### src/rtl/spike_mem_pkg.sv
// Shared definitions for the spike-tile weight memory path: requester indices,
// arbiter state encoding and default memory geometry.
package spike_mem_pkg;

   localparam int REQ_MAV   = 0;
   localparam int REQ_LEARN = 1;
   localparam int REQ_HOST  = 2;

   localparam int DEF_ADDR_W = 16;
   localparam int DEF_DATA_W = 4;

   typedef enum logic {
      ST_IDLE = 1'b0,
      ST_BUSY = 1'b1
   } arb_state_t;

endpackage

### src/rtl/spike_rr_pick.sv
// Combinational round-robin pick: first eligible requester at or above ptr,
// wrapping; requesters flagged in excl are skipped.
module spike_rr_pick #(
   parameter int N_REQ = 3,
   parameter int IDX_W = (N_REQ > 1) ? $clog2(N_REQ) : 1
) (
   input  logic [N_REQ-1:0] req,
   input  logic [IDX_W-1:0] ptr,
   input  logic [N_REQ-1:0] excl,
   output logic [IDX_W-1:0] idx,
   output logic             found
);

   logic [N_REQ-1:0] elig;
   logic [IDX_W-1:0] cand;

   function automatic logic [IDX_W-1:0] wrap_add(input logic [IDX_W-1:0] p, input int k);
      int s;
      s = int'(p) + k;
      if (s >= N_REQ) s = s - N_REQ;
      return IDX_W'(s);
   endfunction

   assign elig = req & ~excl;

   // Scan farthest-first so the candidate closest to ptr is assigned last and wins.
   always_comb begin
      idx   = '0;
      found = 1'b0;
      cand  = '0;
      for (int k = N_REQ - 1; k >= 0; k--) begin
         cand = wrap_add(ptr, k);
         if (elig[cand]) begin
            idx   = cand;
            found = 1'b1;
         end
      end
   end

endmodule

### src/rtl/spike_weight_arbiter.sv
// Round-robin, burst-bounded arbiter sharing the single-port CSR weight BRAM
// between MAV reads, Hebbian write-back and the host loader.
module spike_weight_arbiter
   import spike_mem_pkg::*;
#(
   parameter int N_REQ     = 3,
   parameter int ADDR_W    = DEF_ADDR_W,
   parameter int DATA_W    = DEF_DATA_W,
   parameter int RD_LAT    = 1,
   parameter int MAX_BURST = 16
) (
   input  logic                        clk,
   input  logic                        rst,
   input  logic [N_REQ-1:0]            req,
   input  logic [N_REQ-1:0]            we,
   input  logic [N_REQ*ADDR_W-1:0]     addr,
   input  logic [N_REQ*DATA_W-1:0]     wdata,
   output logic [N_REQ-1:0]            gnt,
   output logic [N_REQ-1:0]            rvalid,
   output logic [DATA_W-1:0]           rdata,
   input  logic                        freeze,
   output logic                        mem_en,
   output logic                        mem_we,
   output logic [ADDR_W-1:0]           mem_addr,
   output logic [DATA_W-1:0]           mem_wdata,
   input  logic [DATA_W-1:0]           mem_rdata,
   output logic                        busy,
   output logic [$clog2(N_REQ)-1:0]    owner,
   output logic [31:0]                 wait_count
);

   localparam int OWN_W = $clog2(N_REQ);
   localparam int CNT_W = (MAX_BURST > 1) ? $clog2(MAX_BURST) : 1;
   localparam logic [CNT_W-1:0] CNT_LAST = CNT_W'(MAX_BURST - 1);
   localparam logic [OWN_W-1:0] OWN_IDLE = OWN_W'(REQ_MAV);

   arb_state_t        state, state_nxt;
   logic [OWN_W-1:0]  owner_q, owner_nxt, rr_ptr, rr_ptr_nxt, owner_inc;
   logic [CNT_W-1:0]  beat_cnt, beat_cnt_nxt;
   logic [31:0]       wait_q;
   logic [N_REQ-1:0]  owner_oh, pick_excl;
   logic [OWN_W-1:0]  pick_ptr, pick_idx;
   logic              pick_found, busy_st, beat, others, burst_end;
   logic              req_own, we_own;
   logic [ADDR_W-1:0] addr_own;
   logic [DATA_W-1:0] wdata_own;
   logic              rd_vld_p [RD_LAT];
   logic [OWN_W-1:0]  rd_tag_p [RD_LAT];

   always_comb begin
      owner_oh  = '0;
      req_own   = 1'b0;
      we_own    = 1'b0;
      addr_own  = '0;
      wdata_own = '0;
      for (int i = 0; i < N_REQ; i++) begin
         if (owner_q == OWN_W'(i)) begin
            owner_oh[i] = 1'b1;
            req_own     = req[i];
            we_own      = we[i];
            addr_own    = addr[i*ADDR_W +: ADDR_W];
            wdata_own   = wdata[i*DATA_W +: DATA_W];
         end
      end
   end

   assign busy_st   = (state == ST_BUSY);
   assign beat      = busy_st & req_own & ~freeze;
   assign others    = |(req & ~owner_oh);
   assign burst_end = busy_st & ~freeze & (~req_own | (beat & (beat_cnt == CNT_LAST) & others));
   assign owner_inc = (owner_q == OWN_W'(N_REQ - 1)) ? '0 : owner_q + OWN_W'(1);

   // From idle the search starts at rr_ptr; at burst end it starts past the owner.
   assign pick_ptr  = busy_st ? owner_inc : rr_ptr;
   assign pick_excl = busy_st ? owner_oh : '0;

   spike_rr_pick #(
      .N_REQ (N_REQ),
      .IDX_W (OWN_W)
   ) u_pick (
      .req   (req),
      .ptr   (pick_ptr),
      .excl  (pick_excl),
      .idx   (pick_idx),
      .found (pick_found)
   );

   always_comb begin
      state_nxt    = state;
      owner_nxt    = owner_q;
      rr_ptr_nxt   = rr_ptr;
      beat_cnt_nxt = beat_cnt;
      case (state)
         ST_IDLE: begin
            if (!freeze && pick_found) begin
               state_nxt    = ST_BUSY;
               owner_nxt    = pick_idx;
               beat_cnt_nxt = '0;
            end
         end
         default: begin
            if (beat && beat_cnt != CNT_LAST) beat_cnt_nxt = beat_cnt + CNT_W'(1);
            if (burst_end) begin
               rr_ptr_nxt   = owner_inc;
               beat_cnt_nxt = '0;
               if (pick_found) begin
                  owner_nxt = pick_idx;
               end else begin
                  state_nxt = ST_IDLE;
                  owner_nxt = OWN_IDLE;
               end
            end
         end
      endcase
   end

   always_ff @(posedge clk or posedge rst) begin
      if (rst) begin
         state    <= ST_IDLE;
         owner_q  <= OWN_IDLE;
         rr_ptr   <= '0;
         beat_cnt <= '0;
      end else begin
         state    <= state_nxt;
         owner_q  <= owner_nxt;
         rr_ptr   <= rr_ptr_nxt;
         beat_cnt <= beat_cnt_nxt;
      end
   end

   always_ff @(posedge clk or posedge rst) begin
      if (rst) wait_q <= '0;
      else if (!freeze && (|(req & ~gnt)) && wait_q != '1) wait_q <= wait_q + 32'd1;
   end

   assign gnt       = beat ? owner_oh : '0;
   assign mem_en    = beat;
   assign mem_we    = beat & we_own;
   assign mem_addr  = beat ? addr_own : '0;
   assign mem_wdata = beat ? wdata_own : '0;

   // Read-return stage p0..p(RD_LAT-1): issue tag travels with the BRAM latency.
   always_ff @(posedge clk or posedge rst) begin
      if (rst) begin
         for (int s = 0; s < RD_LAT; s++) begin
            rd_vld_p[s] <= 1'b0;
            rd_tag_p[s] <= '0;
         end
      end else begin
         rd_vld_p[0] <= mem_en & ~mem_we;
         rd_tag_p[0] <= owner_q;
         for (int s = 1; s < RD_LAT; s++) begin
            rd_vld_p[s] <= rd_vld_p[s-1];
            rd_tag_p[s] <= rd_tag_p[s-1];
         end
      end
   end

   always_comb begin
      rvalid = '0;
      for (int i = 0; i < N_REQ; i++)
         rvalid[i] = rd_vld_p[RD_LAT-1] & (rd_tag_p[RD_LAT-1] == OWN_W'(i));
   end

   assign rdata      = rd_vld_p[RD_LAT-1] ? mem_rdata : '0;
   assign busy       = busy_st;
   assign owner      = owner_q;
   assign wait_count = wait_q;

endmodule
### config.mk
export PLATFORM = sky130hd
export DESIGN_NAME = spike_weight_arbiter
export DESIGN_NICKNAME = d
export VERILOG_FILES = /design/src/rtl/spike_mem_pkg.sv /design/src/rtl/spike_rr_pick.sv /design/src/rtl/spike_weight_arbiter.sv
export SDC_FILE = /design/constraint.sdc
export NUM_CORES = 1
export LEC_CHECK = 0
export CORE_MARGIN = 2
export CORE_UTILIZATION = 46
export DETAILED_ROUTE_END_ITERATION = 12
export PLACE_DENSITY = 0.95
export REMOVE_ABC_BUFFERS = 1
export SYNTH_ARGS = -nofsm -noshare
export SYNTH_HDL_FRONTEND = slang
export SYNTH_SLANG_ARGS = --single-unit
### constraint.sdc
create_clock -name clk -period 7.95 [get_ports clk]
set_clock_uncertainty 0.1 [all_clocks]
set_input_delay 1.59 -clock clk [delete_from_list [all_inputs] [get_ports clk]]
set_output_delay 1.59 -clock clk [all_outputs]
set_load 0.1 [all_outputs]
Word-level counts from Yosys, hierarchy flattened
Index checks and enable logic that the tools add are counted.
Widths: inputs -> output; s select.

cells by class
  $add $sub $neg = 8
  $lt $le $gt $ge = 6
  equal/unequal tests = 9
  multiplexer cells = 49
  bitwise logic cells = 21
  reductions and logical operators = 13

operator list
  operator               number
  $mux 16                4
  $mux 4                 9
  $add 32x1->32 const B  1
  $ne 32x32->1 const B   1
  $mux 2                 12
  $mux 1                 19
  $and 1x1->1            11
  $and 3x3->3            3
  $lt 2x3->1 const B     3
  $not 3->3              3
  $bmux 1 s2             3
  $ge 3x2->1 const B     2
  $mux 3                 2
  $reduce_and 2->1       3
  $reduce_or 3->1        2
  $add 4x1->4 const B    1
  $eq 2x1->1 const B     2
  $eq 2x2->1 const B     2
  $eq 4x4->1 const B     1
  $logic_and 1x1->1      4
  $logic_not 2->1        2
  $ne 4x4->1 const B     1
  $sub 2x1->2 const B    2
  $add 2x1->3 const B    1
  other kinds (10)       12

word-level totals
  flip-flop bits (word level) = 44
  output and inout bits = 67
  word-level logic and storage cells = 113

Longest topological paths before layout
  depth after elaboration = 14
  mapped depth = 11
  mapped depth without buffers = 9

By module
Synthesis repeated with hierarchy kept, for this count alone.

second synthesis, totals
  cells, all modules = 361
  area, all modules = 3098.0 µm²

modules (own cells, without submodules)
  module                instances  cells each  area each (µm²)  seq. area each (µm²)
  spike_weight_arbiter  1          337         2945.3           1101.1
  spike_rr_pick         1          24          152.6            0.0

Worst setup path before layout
No wires, ideal clock.

  kind = in2out
  start point = input req[1]
  end point = output mem_addr[11]
  arrival time = 5.253 ns
  data required time = 6.260 ns
  setup slack = 1.007 ns
  stages = 5
  buffers on the path = 1
  path through = clkbuf_1 -> nand2_1 -> nor3_1 -> a222oi_1 -> inv_1

between the ends
  cells in the longest elaborated chain, start to end = 5

RTL lines
  item                      line                         text
  from (decl)               spike_weight_arbiter.sv:14   input logic [N_REQ-1:0] req,
  $mux 1 (2 in a row)       spike_weight_arbiter.sv:57   if (owner_q == OWN_W'(i)) begin
  $and 1x1->1 (2 in a row)  spike_weight_arbiter.sv:68   assign beat = busy_st & req_own & ~freeze;
  $mux 16                   spike_weight_arbiter.sv:139  assign mem_addr = beat ? addr_own : '0;
  to (decl)                 spike_weight_arbiter.sv:24   output logic [ADDR_W-1:0] mem_addr,

No other way between the ends.

Final worst setup path
  start point = input req[1]
  end point = output mem_wdata[3]

between the ends
  cells in the longest elaborated chain, start to end = 5

RTL lines
  item                      line                         text
  $mux 1 (2 in a row)       spike_weight_arbiter.sv:57
  $and 1x1->1 (2 in a row)  spike_weight_arbiter.sv:68
  $mux 4                    spike_weight_arbiter.sv:140  assign mem_wdata = beat ? wdata_own : '0;
  to (decl)                 spike_weight_arbiter.sv:25   output logic [DATA_W-1:0] mem_wdata,

No other way between the ends.

==> results by group <==
Logic synthesis
  – Yosys warns: 0
  – Synth Area in Simple Gates: 30.4%
  – Synth area leader: dfrtp_1
  – Multiplexer share of the synthesized area: 5.72%
  – Count leader, synth: dfrtp_1
  – Distinct cells, synth: 60
  – Dominant synthesized flop cell: dfrtp_1
  – Synth Instances: 364
  – Compound-Gate Fraction of Synth Area: 12.6%
  – Seq/Total Area, Yosys: 34.5%
  – Post-Synth XOR/XNOR Area: 9.04%
  – Post-synthesis adder-cell area fraction: 1.96%
  – Top cells by area, synth: dfrtp_1 34%, xor2_1 8.5%, mux2i_1 5.0%
  – Mean Syn Cell Area: 8.78 um2
  – Main combinational cell family by area after synthesis: simple AND/OR/NAND/NOR gates
  – #FFs+latches synth: 44
  – Post-synth top cells: 44 x dfrtp_1, 38 x nor2_1, 31 x xor2_1, 22 x inv_1, 19 x nand2_1
  – Mapped Area: 3200 um2
  – Yosys top cell area share: 34.5%
  – Post-synth EDFFs: 0
  – Post-synthesis async set-or-reset flop share: 100%

STA
  – Fin. Hold Viols: 0
  – Final period util: 79.7%
  – Final min period: 6.33 ns
  – Rel. slew slack: 32.2%
  – Max Slew Vio Count: 0
  – Final hold slack: 0.386 ns
  – Achievable Freq: 0.158 GHz
  – Final setup vio count: 0
  – RSZ-0062 raised after global routing: no
  – Least-Margin Pin Slew: 1.01 ns
  – Sum Neg Setup Slack: 0 ns

Worst setup path
  – Crit path launch: req[1]
  – Slowest stage delay, CP: 1.16 ns
  – Reg2reg start: busy
  – WP data required: 6.26 ns
  – Worst Path Max Fanout: 21
  – WP data arrival: 4.64 ns
  – Reg-to-reg setup timing slack: 4.80 ns
  – WS Path Type: in -> out
  – Buf/Inv on CP: 2
  – End of the worst register-to-register path: beat_cnt[0]
  – CP top delay family: buffers and inverters
  – Slowest library cell on the worst path: clkdlybuf4s50_1
  – CP startpoint kind: input pin
  – Reg2Reg Depth: 9
  – CP Capture Type: output port
  – Crit-path most repeated cell: clkdlybuf4s50_1
  – Cell Chain, Critical Path: clkdlybuf4s50_1, mux2i_1, o21ai_1, nand2_1, nor2_1, clkdlybuf4s50_1

Finish
  – ANT cells: 0
  – Area of the multi-input gates: 1910 um2
  – Reg area: 1100 um2
  – # nets final: 570
  – Layout cells sized above 1: 5.48%
  – FILL cells: 514
  – Area Overhead vs Synth: 48.2%

Placement
  – Routability cong.: 0.915
  – Final HPWL DP: 6700 um
  – Port bufs: 139

Clock tree
  – Clock Sinks: 44
  – CTS buffer count: 5
  – # H-tree levels: 2
  – Max Buffers Root-to-Sink: 2
  – Hold_buf cts: 0
  – Clock Latency Late Sink: 0.29 ns
  – CTS tree: built
  – Total setup buffers inserted after CTS: 0
  – Root Buffer: clkbuf_8
  – PostCTS Resize Cnt: 0
  – Clock transition at path regs: 0.08 ns

GRT
  – Largest net degree at the start of global routing: 45
  – Gr ovfl total: 0
  – Global-route wire length before repair: 14400 um
  – Antenna violations before repair: 0
  – Overall Global Routing Usage: 23.0%
  – Vias in the first global route: 3141

Die
  – Die span in x: 87.3 um
  – Ports: 140
  – Rows: 30
  – Core ar.: 6760 um2
  – Die area: 7630 um2
  – Initial Util: 47.3%
  – Die Y: 87.3 um

Drt
  – Initial DRC Count: 146
  – Drt total wl: 8860 um
  – Antenna viol nets, final: 0
  – Via count: 3356
  – DRC viols: 0
  – DRT Pass-1 Iters: 4
  – DR vias/cell: 5.86
  – DR WL/cell: 15.5 um

Worst hold path
  – Hold/Removal Path Class: reg -> reg
  – Min-delay src: wait_count[14]
  – Hold Path Cell Cnt: 1
  – Hold path endpoint: wait_count[14]

Status
  – Outcome: finished, final reports clean

Power
  – Power Density: 319 nW/um2
  – VDD IR max: 0.275 mV
  – Leakage: 0.00201 uW

Flow run
  – Maximum Capacitance Violations: 0
## kinds of logic after synthesis
family | Yosys count
AND/OR/NAND/NOR | 164
AO/OA/AOI/OAI | 56
buffers and inverters | 44
flip-flops | 44
XOR/XNOR | 33
multiplexers | 18
adder cells (fa/ha/maj) | 5
## worst max path at each step
stage | to | slack, ns | depth (start not counted)
after CTS | mem_wdata[3] | 1.61 | 6
final | mem_wdata[3] | 1.62 | 6
after detailed placement | mem_wdata[3] | 1.59 | 6
after floorplan | mem_addr[11] | 1.19 | 4
after global routing | mem_addr[5] | 1.42 | 6
after global placement | mem_addr[14] | 1.75 | 6
## report_power, final
group	total, uW	internal (uW)	switching (uW)
Sequential	329	268	60.9
Combinational	1000	293	710
Clock	179	103	76.5
Total	1510	664	847
## worst register-to-register path, stage by stage (launching register included)
cell and delay [ns]:
dfrtp_1 0.66, inv_1 0.24, a21boi_0 0.37, inv_1 0.08, ha_1 0.37, nand2b_1 0.19
a221oi_1 0.41, a211oi_2 0.11, a21oi_1 0.34, o311ai_1 0.13
## state kept, by name (all words and copies together) (netlist names)
register / flops
busy: 1
rd_tag_p: 2
rr_ptr: 2
owner: 2
beat_cnt: 4
rd_vld_p: 1
wait_count: 32
## per-stage QoR
stage          total power [uW]  setup WS (ns)  util (%)  instances  area, um2
2_1_floorplan              1080           1.19         -        342       3090
3_3_place_gp               1310           1.75      68.3        565       4610
3_5_place_dp               1330           1.59      68.3        565       4610
4_1_cts                    1510           1.61      70.1        573       4740
5_1_grt                    1590           1.42      70.1        573       4740
6_report                   1510           1.62      70.1        573       4740
## cell type report
| type | instances | share of cell area (%) |
|---|---|---|
| multi-input cells | 276 | 40.3 |
| repair buffers | 143 | 30.0 |
| flip-flops and latches | 44 | 23.2 |
| well taps | 80 | 2.11 |
| clock buffers | 6 | 1.74 |
| inverters | 22 | 1.74 |
| clock inverters | 2 | 0.819 |
## cell usage in the layout (no fill, tap or decap), types with 6 or more instances in the layout
cell / synthesis / routed
clkdlybuf4s50_1: 0 / 139
dfrtp_1: 44 / 44
nor2_1: 38 / 38
xor2_1: 31 / 31
inv_1: 22 / 21
nand2_1: 19 / 19
a21oi_1: 18 / 18
mux2i_1: 16 / 16
nor4_1: 14 / 14
nand3_1: 13 / 13
nand4_1: 12 / 12
nor3_1: 9 / 9
and2_1: 7 / 7
nor3b_1: 6 / 6
nor4b_1: 6 / 6
nor3_2: 6 / 6
a222oi_1: 6 / 6
clkbuf_8: 0 / 6
## metal layers
layer | track usage, % | vias to the layer above | share of wire, % | wire length, um
met5 | 0 | - | 0 | 0
met1 | 28.0 | 1583 | 40 | 3580
met4 | 5.45 | 0 | 1.3 | 114
met2 | 41.1 | 171 | 51 | 4520
met3 | 5.21 | 17 | 7.2 | 639
li1 | - | 1585 | - | -
(Power assumes the default switching activity.)
